--- src/rtl/lzrw1_group_packer_if.sv ---
// Item-side and byte-side handshake bundle for the LZRW1 group packer.
// The master modport is the packer itself; the slave modport is its environment.
interface lzrw1_group_packer_if #(
  parameter int unsigned COUNTW = 16
);
  logic              item_valid;
  logic              item_ready;
  logic              item_is_copy;
  logic [7:0]        item_literal;
  logic [11:0]       item_offset;
  logic [3:0]        item_length;
  logic              item_last;
  logic              out_valid;
  logic              out_ready;
  logic [7:0]        out_byte;
  logic              out_last;
  logic              stream_done;
  logic [COUNTW-1:0] total_bytes;

  modport master (
    input  item_valid, item_is_copy, item_literal, item_offset, item_length, item_last,
    input  out_ready,
    output item_ready, out_valid, out_byte, out_last, stream_done, total_bytes
  );

  modport slave (
    output item_valid, item_is_copy, item_literal, item_offset, item_length, item_last,
    output out_ready,
    input  item_ready, out_valid, out_byte, out_last, stream_done, total_bytes
  );
endinterface

--- src/rtl/lzrw1_group_packer.sv ---
// Gathers LZRW1 items into groups of up to 16 and emits each group as a 16-bit
// control word (low byte first) followed by the buffered item bytes.
module lzrw1_group_packer #(
  parameter int unsigned COUNTW = 16
) (
  input logic                  clock,
  input logic                  reset,
  lzrw1_group_packer_if.master bus
);
  typedef enum logic [1:0] {StCollect, StCtrlLo, StCtrlHi, StData} state_e;

  state_e            state_q;
  logic [7:0]        data_buf [32];
  logic [15:0]       ctrl_q;
  logic [5:0]        wr_ptr_q;
  logic [5:0]        rd_ptr_q;
  logic [4:0]        item_cnt_q;
  logic              grp_last_q;
  logic              out_valid_q;
  logic              out_last_q;
  logic              stream_done_q;
  logic [7:0]        out_byte_q;
  logic [COUNTW-1:0] total_q;

  logic        accept;
  logic        handshake;
  logic        closing;
  logic        data_end;
  logic [15:0] ctrl_next;
  logic [7:0]  byte0;
  logic [7:0]  byte1;
  logic [5:0]  wr_ptr_next;
  logic [5:0]  rd_ptr_inc;

  // item_ready is decoded straight from state so the producer sees it without a cycle lag.
  assign bus.item_ready  = (state_q == StCollect) && !reset;
  assign bus.out_valid   = out_valid_q;
  assign bus.out_byte    = out_byte_q;
  assign bus.out_last    = out_last_q;
  assign bus.stream_done = stream_done_q;
  assign bus.total_bytes = total_q;

  always_comb begin
    accept      = bus.item_valid && bus.item_ready;
    handshake   = out_valid_q && bus.out_ready;
    ctrl_next   = ctrl_q | (16'(bus.item_is_copy) << item_cnt_q[3:0]);
    byte0       = bus.item_is_copy ? {bus.item_offset[11:8], bus.item_length} : bus.item_literal;
    byte1       = bus.item_offset[7:0];
    wr_ptr_next = wr_ptr_q + (bus.item_is_copy ? 6'd2 : 6'd1);
    closing     = accept && ((item_cnt_q == 5'd15) || bus.item_last);
    rd_ptr_inc  = rd_ptr_q + 6'd1;
    data_end    = (rd_ptr_inc == wr_ptr_q);
  end

  // A full group of 16 copies fills exactly 32 bytes, so 5 index bits suffice.
  always_ff @(posedge clock) begin
    if (accept) begin
      data_buf[wr_ptr_q[4:0]] <= byte0;
      if (bus.item_is_copy) begin
        data_buf[wr_ptr_q[4:0] + 5'd1] <= byte1;
      end
    end
  end

  always_ff @(posedge clock) begin
    if (reset) begin
      state_q       <= StCollect;
      ctrl_q        <= '0;
      wr_ptr_q      <= '0;
      rd_ptr_q      <= '0;
      item_cnt_q    <= '0;
      grp_last_q    <= 1'b0;
      out_valid_q   <= 1'b0;
      out_last_q    <= 1'b0;
      stream_done_q <= 1'b0;
      out_byte_q    <= '0;
      total_q       <= '0;
    end else begin
      stream_done_q <= 1'b0;
      if (handshake) begin
        total_q <= total_q + COUNTW'(1);
      end
      unique case (state_q)
        StCollect: begin
          if (accept) begin
            ctrl_q     <= ctrl_next;
            wr_ptr_q   <= wr_ptr_next;
            item_cnt_q <= item_cnt_q + 5'd1;
            if (closing) begin
              state_q     <= StCtrlLo;
              grp_last_q  <= bus.item_last;
              out_valid_q <= 1'b1;
              out_byte_q  <= ctrl_next[7:0];
              out_last_q  <= 1'b0;
            end
          end
        end
        StCtrlLo: begin
          if (handshake) begin
            state_q    <= StCtrlHi;
            out_byte_q <= ctrl_q[15:8];
          end
        end
        StCtrlHi: begin
          if (handshake) begin
            state_q    <= StData;
            rd_ptr_q   <= '0;
            out_byte_q <= data_buf[0];
            out_last_q <= grp_last_q && (wr_ptr_q == 6'd1);
          end
        end
        StData: begin
          if (handshake) begin
            if (data_end) begin
              state_q       <= StCollect;
              out_valid_q   <= 1'b0;
              out_last_q    <= 1'b0;
              stream_done_q <= out_last_q;
              ctrl_q        <= '0;
              wr_ptr_q      <= '0;
              rd_ptr_q      <= '0;
              item_cnt_q    <= '0;
            end else begin
              rd_ptr_q   <= rd_ptr_inc;
              out_byte_q <= data_buf[rd_ptr_inc[4:0]];
              out_last_q <= grp_last_q && ((rd_ptr_q + 6'd2) == wr_ptr_q);
            end
          end
        end
        default: state_q <= StCollect;
      endcase
    end
  end
endmodule
--- src/flat_wrapper.sv ---
// flat-port wrapper written by rule: the top's interface ports become plain ports
module lzrw1_group_packer_flat 
#(
  parameter int unsigned COUNTW = 16
)
  (clock, reset, bus_item_valid, bus_item_is_copy, bus_item_literal, bus_item_offset, bus_item_length, bus_item_last, bus_out_ready, bus_item_ready, bus_out_valid, bus_out_byte, bus_out_last, bus_stream_done, bus_total_bytes);
  lzrw1_group_packer_if #(.COUNTW(COUNTW)) bus_i ();
  input logic clock;
  input logic reset;
  input wire logic [$bits(bus_i.item_valid)-1:0] bus_item_valid;
  input wire logic [$bits(bus_i.item_is_copy)-1:0] bus_item_is_copy;
  input wire logic [$bits(bus_i.item_literal)-1:0] bus_item_literal;
  input wire logic [$bits(bus_i.item_offset)-1:0] bus_item_offset;
  input wire logic [$bits(bus_i.item_length)-1:0] bus_item_length;
  input wire logic [$bits(bus_i.item_last)-1:0] bus_item_last;
  input wire logic [$bits(bus_i.out_ready)-1:0] bus_out_ready;
  output wire logic [$bits(bus_i.item_ready)-1:0] bus_item_ready;
  output wire logic [$bits(bus_i.out_valid)-1:0] bus_out_valid;
  output wire logic [$bits(bus_i.out_byte)-1:0] bus_out_byte;
  output wire logic [$bits(bus_i.out_last)-1:0] bus_out_last;
  output wire logic [$bits(bus_i.stream_done)-1:0] bus_stream_done;
  output wire logic [$bits(bus_i.total_bytes)-1:0] bus_total_bytes;
  assign bus_i.item_valid = bus_item_valid;
  assign bus_i.item_is_copy = bus_item_is_copy;
  assign bus_i.item_literal = bus_item_literal;
  assign bus_i.item_offset = bus_item_offset;
  assign bus_i.item_length = bus_item_length;
  assign bus_i.item_last = bus_item_last;
  assign bus_i.out_ready = bus_out_ready;
  assign bus_item_ready = bus_i.item_ready;
  assign bus_out_valid = bus_i.out_valid;
  assign bus_out_byte = bus_i.out_byte;
  assign bus_out_last = bus_i.out_last;
  assign bus_stream_done = bus_i.stream_done;
  assign bus_total_bytes = bus_i.total_bytes;
  lzrw1_group_packer #(.COUNTW(COUNTW)) u_core (.clock(clock), .reset(reset), .bus(bus_i));
endmodule
--- config.mk ---
export PLATFORM = sky130hd
export DESIGN_NAME = lzrw1_group_packer_flat
export DESIGN_NICKNAME = d
export VERILOG_FILES = /design/src/rtl/lzrw1_group_packer_if.sv /design/src/rtl/lzrw1_group_packer.sv /design/src/flat_wrapper.sv
export SDC_FILE = /design/constraint.sdc
export NUM_CORES = 1
export LEC_CHECK = 0
export CAP_MARGIN = 20
export CORE_ASPECT_RATIO = 0.7
export CORE_UTILIZATION = 35
export CTS_BUF_LIST = sky130_fd_sc_hd__clkbuf_8
export DETAILED_ROUTE_END_ITERATION = 10
export PLACE_DENSITY_LB_ADDON = 0.12
export SLEW_MARGIN = 20
export SYNTH_ARGS = -nofsm -noshare
export SYNTH_HDL_FRONTEND = slang
export SYNTH_SLANG_ARGS = --single-unit
--- constraint.sdc ---
create_clock -name clock -period 3.4 [get_ports clock]
set_input_delay 1.02 -clock clock [delete_from_list [all_inputs] [get_ports clock]]
set_output_delay 1.02 -clock clock [all_outputs]
set_load 0.03 [all_outputs]
==> results.sh <==
export IMPL_die_w_um=262.1
export IMPL_grt_use_total_pct=22.17
export IMPL_ant_nets=0
export IMPL_synth_top_cell_area_share_pct=46.38
export IMPL_tightestPinTransition_ns=0.9849
export IMPL_drive_above_1_share_pct=25.47
export IMPL_coreArea_um2=46570
export IMPL_synth_top_cell_by_area="edfxtp_1"
export IMPL_dp_hpwl_mm=36.10
export IMPL_setup_worst_path_start="u_core.rd_ptr_q[2]"
export IMPL_via_per_inst=5.517
export IMPL_critPathTopFamily="simple AND/OR/NAND/NOR gates"
export IMPL_die_y_um=184.1
export IMPL_synthCells=1387
export IMPL_path_cells="ha_1, nand2_1, xor2_1, nor2_1, a22oi_1, buf_4, a31oi_1, a32o_1"
export IMPL_hp_start="u_core.item_cnt_q[4]"
export IMPL_setup_viol=0
export IMPL_clk_latency_ns=0.61
export IMPL_dp_slack_ns=-0.2233
export IMPL_cts_buffers=53
export IMPL_layout_min_cycle_time_ns=3.065
export IMPL_synth_distinct_cells=68
export IMPL_ioPinCount=58
export IMPL_maxCapViolCount=0
export IMPL_ys_top_cells_by_area="edfxtp_1, dfxtp_1, mux2_2, mux4_2, a21oi_1"
export IMPL_cp_slowest_cell="nor2_1"
export IMPL_cts_path_max_buffers=3
export IMPL_yosys_warnings=0
export IMPL_critPathArrivalTime_ns=3.63
export IMPL_first_iter_violations=1211
export IMPL_drc=0
export IMPL_gp_congestion=0.8483
export IMPL_cp_max_fo=9
export IMPL_cp_start_kind="register"
export IMPL_grt_pass1_wl_mm=77.67
export IMPL_power_mw=9.105
export IMPL_async_flop_share_pct=0
export IMPL_syn_cell_area_um2=16580
export IMPL_placed_cell_area_um2=18580
export IMPL_grt_ovfl_total=0
export IMPL_fill_cells=4429
export IMPL_fin_ws_ns=0.3352
export IMPL_leakage_nw=6.622
export IMPL_finalWirelength_mm=52.57
export IMPL_critPathMaxStageDelay_ns=0.76
export IMPL_period_share_pct=90.14
export IMPL_rsz0062_at_grt="false"
export IMPL_ys_flop_type="edfxtp_1"
export IMPL_cp_required_ns=3.96
export IMPL_clock_skew_ns=0.02521
export IMPL_final_area_um2=19590
export IMPL_grt_pass1_vias=11600
export IMPL_synth_area_per_cell_um2=11.95
export IMPL_cts_tree="yes"
export IMPL_vias=11940
export IMPL_drv_slew=0
export IMPL_timing_rr_start="u_core.rd_ptr_q[2]"
export IMPL_synth_nets=1430
export IMPL_hold_path_class="reg2reg"
export IMPL_fmax_mhz=326.3
export IMPL_firstDrtPassIters=6
export IMPL_rows=66
export IMPL_cts_root_buf="clkbuf_8"
export IMPL_die_area_um2=48250
export IMPL_htree_levels=2
export IMPL_cts_sinks=319
export IMPL_relSlewSlack_pct=34.10
export IMPL_post_route_util_pct=42.05
export IMPL_irDropWorstVdd_uv=287.6
export IMPL_path_buf_inv=1
export IMPL_cts_clk_slew_worst_paths_ns=0.06
export IMPL_cts_setup_buffers=0
export IMPL_wire_per_inst_um=24.29
export IMPL_ys_seq_area_share_pct=53.99
export IMPL_start_util_pct=35.59
export IMPL_area_growth_pct=18.15
export IMPL_synth_seq_cells=319
export IMPL_status="finished clean"
export IMPL_cp_end_kind="register"
export IMPL_portBuffers=57
export IMPL_synth_edff_count=256
export IMPL_path_class="reg2reg"
export IMPL_grt_max_degree=47
export IMPL_antenna_found_initial=1
export IMPL_p_per_area_nw_per_um2=464.9
export IMPL_hold_violations=0
export IMPL_nets=1552
through the flow:
step	setup TNS, ns	hold WS [ns]	cells
after floorplan	0	0.4319	1387
after global placement	-12.05	0.4389	2066
after detailed placement	-15.13	0.4494	2066
after CTS	0	0.4566	2163
after global routing	0	0.4717	2163
final	0	0.4560	2164
report_power, final:
part / switching (mW) / internal, mW
combinational: 0.840 / 0.526
sequential: 0.0556 / 4.31
clock: 1.67 / 1.70
total: 2.57 / 6.54
path summary, 6_finish.rpt:
kind         slack, ns  depth (start not counted)                     end
max               0.34                          8  u_core.bus.out_byte[2]
min               0.46                          2    u_core.item_cnt_q[4]
max reg2reg       0.34                          8  u_core.bus.out_byte[2]
min reg2reg       0.46                          2    u_core.item_cnt_q[4]
layer usage:
layer / GRT usage [%] / share of wire, %
met5: 0 / 0
met4: 4.555 / 1.6
met3: 5.431 / 8.2
met2: 30.98 / 41
met1: 34.20 / 49
placed cells by master (no fill, tap or decap), drive strengths merged, types with 14 or more instances in the layout:
cell	instances
a21oi	186
a31oi	16
buf	140
clkbuf	57
clkdlybuf4s50	54
clkinv	16
dfxtp	63
edfxtp	256
inv	33
mux2	104
mux2i	14
mux4	71
nand2	45
nand3	18
nor2	242
o21ai	33
or3	19
xor2	19
state kept, by name, indices dropped and copies added, names as in the netlist:
register / cells
u_core.bus.out_byte: 8
u_core.bus.out_last: 1
u_core.bus.out_valid: 1
u_core.bus.stream_done: 1
u_core.bus.total_bytes: 16
u_core.ctrl_q: 16
u_core.data_buf: 256
u_core.grp_last_q: 1
u_core.item_cnt_q: 5
u_core.rd_ptr_q: 6
u_core.state_q: 2
u_core.wr_ptr_q: 6
cell usage after synthesis (5+ instances only):
library cell and instances:
or3_1 19, nand2_1 45, clkbuf_1 89, a31oi_1 16, o21ai_0 31, mux4_1 19, nand3_1 18, xnor2_1 11
mux2i_1 14, xor2_1 19, mux2_2 104, buf_6 5, a211oi_1 8, a21oi_1 185, nor2_1 230, dfxtp_1 63
a221o_1 8, nand4_1 6, nor2b_1 5, nor2_4 6, o22ai_1 12, buf_1 9, ha_1 12, a22oi_1 12
nand3b_1 7, a32o_1 8, o32ai_1 8, mux4_2 52, nor3_1 6, nor2_2 6, inv_1 11, buf_2 24
nand2b_1 11, edfxtp_1 256
final cells by class:
type | count | area [um^2] | share of cell area (%)
antenna | 1 | 2.502 | 0.01278
clock buffer | 57 | 784.5 | 4.006
clock inverter | 40 | 220.2 | 1.124
inverter | 12 | 45.04 | 0.2300
multi-input combinational | 928 | 7066 | 36.08
sequential | 319 | 8952 | 45.71
tap | 612 | 765.7 | 3.910
timing repair buffer | 195 | 1749 | 8.931
worst reg2reg max path, cell delays in order (launching register included):
cell and delay, ns:
dfxtp_1 0.51, ha_1 0.32, nand2_1 0.13, xor2_1 0.19, nor2_1 0.76, a22oi_1 0.32, buf_4 0.25, a31oi_1 0.34
a32o_1 0.21
cell families (layout without fill, tap and decap cells):
group | after synthesis | count (layout) | synth area share, %
and+or+nand+nor | 389 | 389 | 10.90
DFF | 319 | 319 | 53.99
AOI/OAI and AO/OA | 307 | 307 | 10.93
muxes | 189 | 189 | 17.99
buffers and inverters | 140 | 304 | 3.585
xor gates and xnor gates | 30 | 30 | 1.585
adders and majority gates | 13 | 13 | 1.027
other | 0 | 1 | 0
repair_timing:
| item | 4_1_cts | 5_1_grt |
|---|---|---|
| endpoints found under the setup margin | 0 | 1 |
| hold buffers | 0 | 0 |
| gates resized for setup | 0 | 1 |
Note: power is estimated with default switching activity, not from simulation.
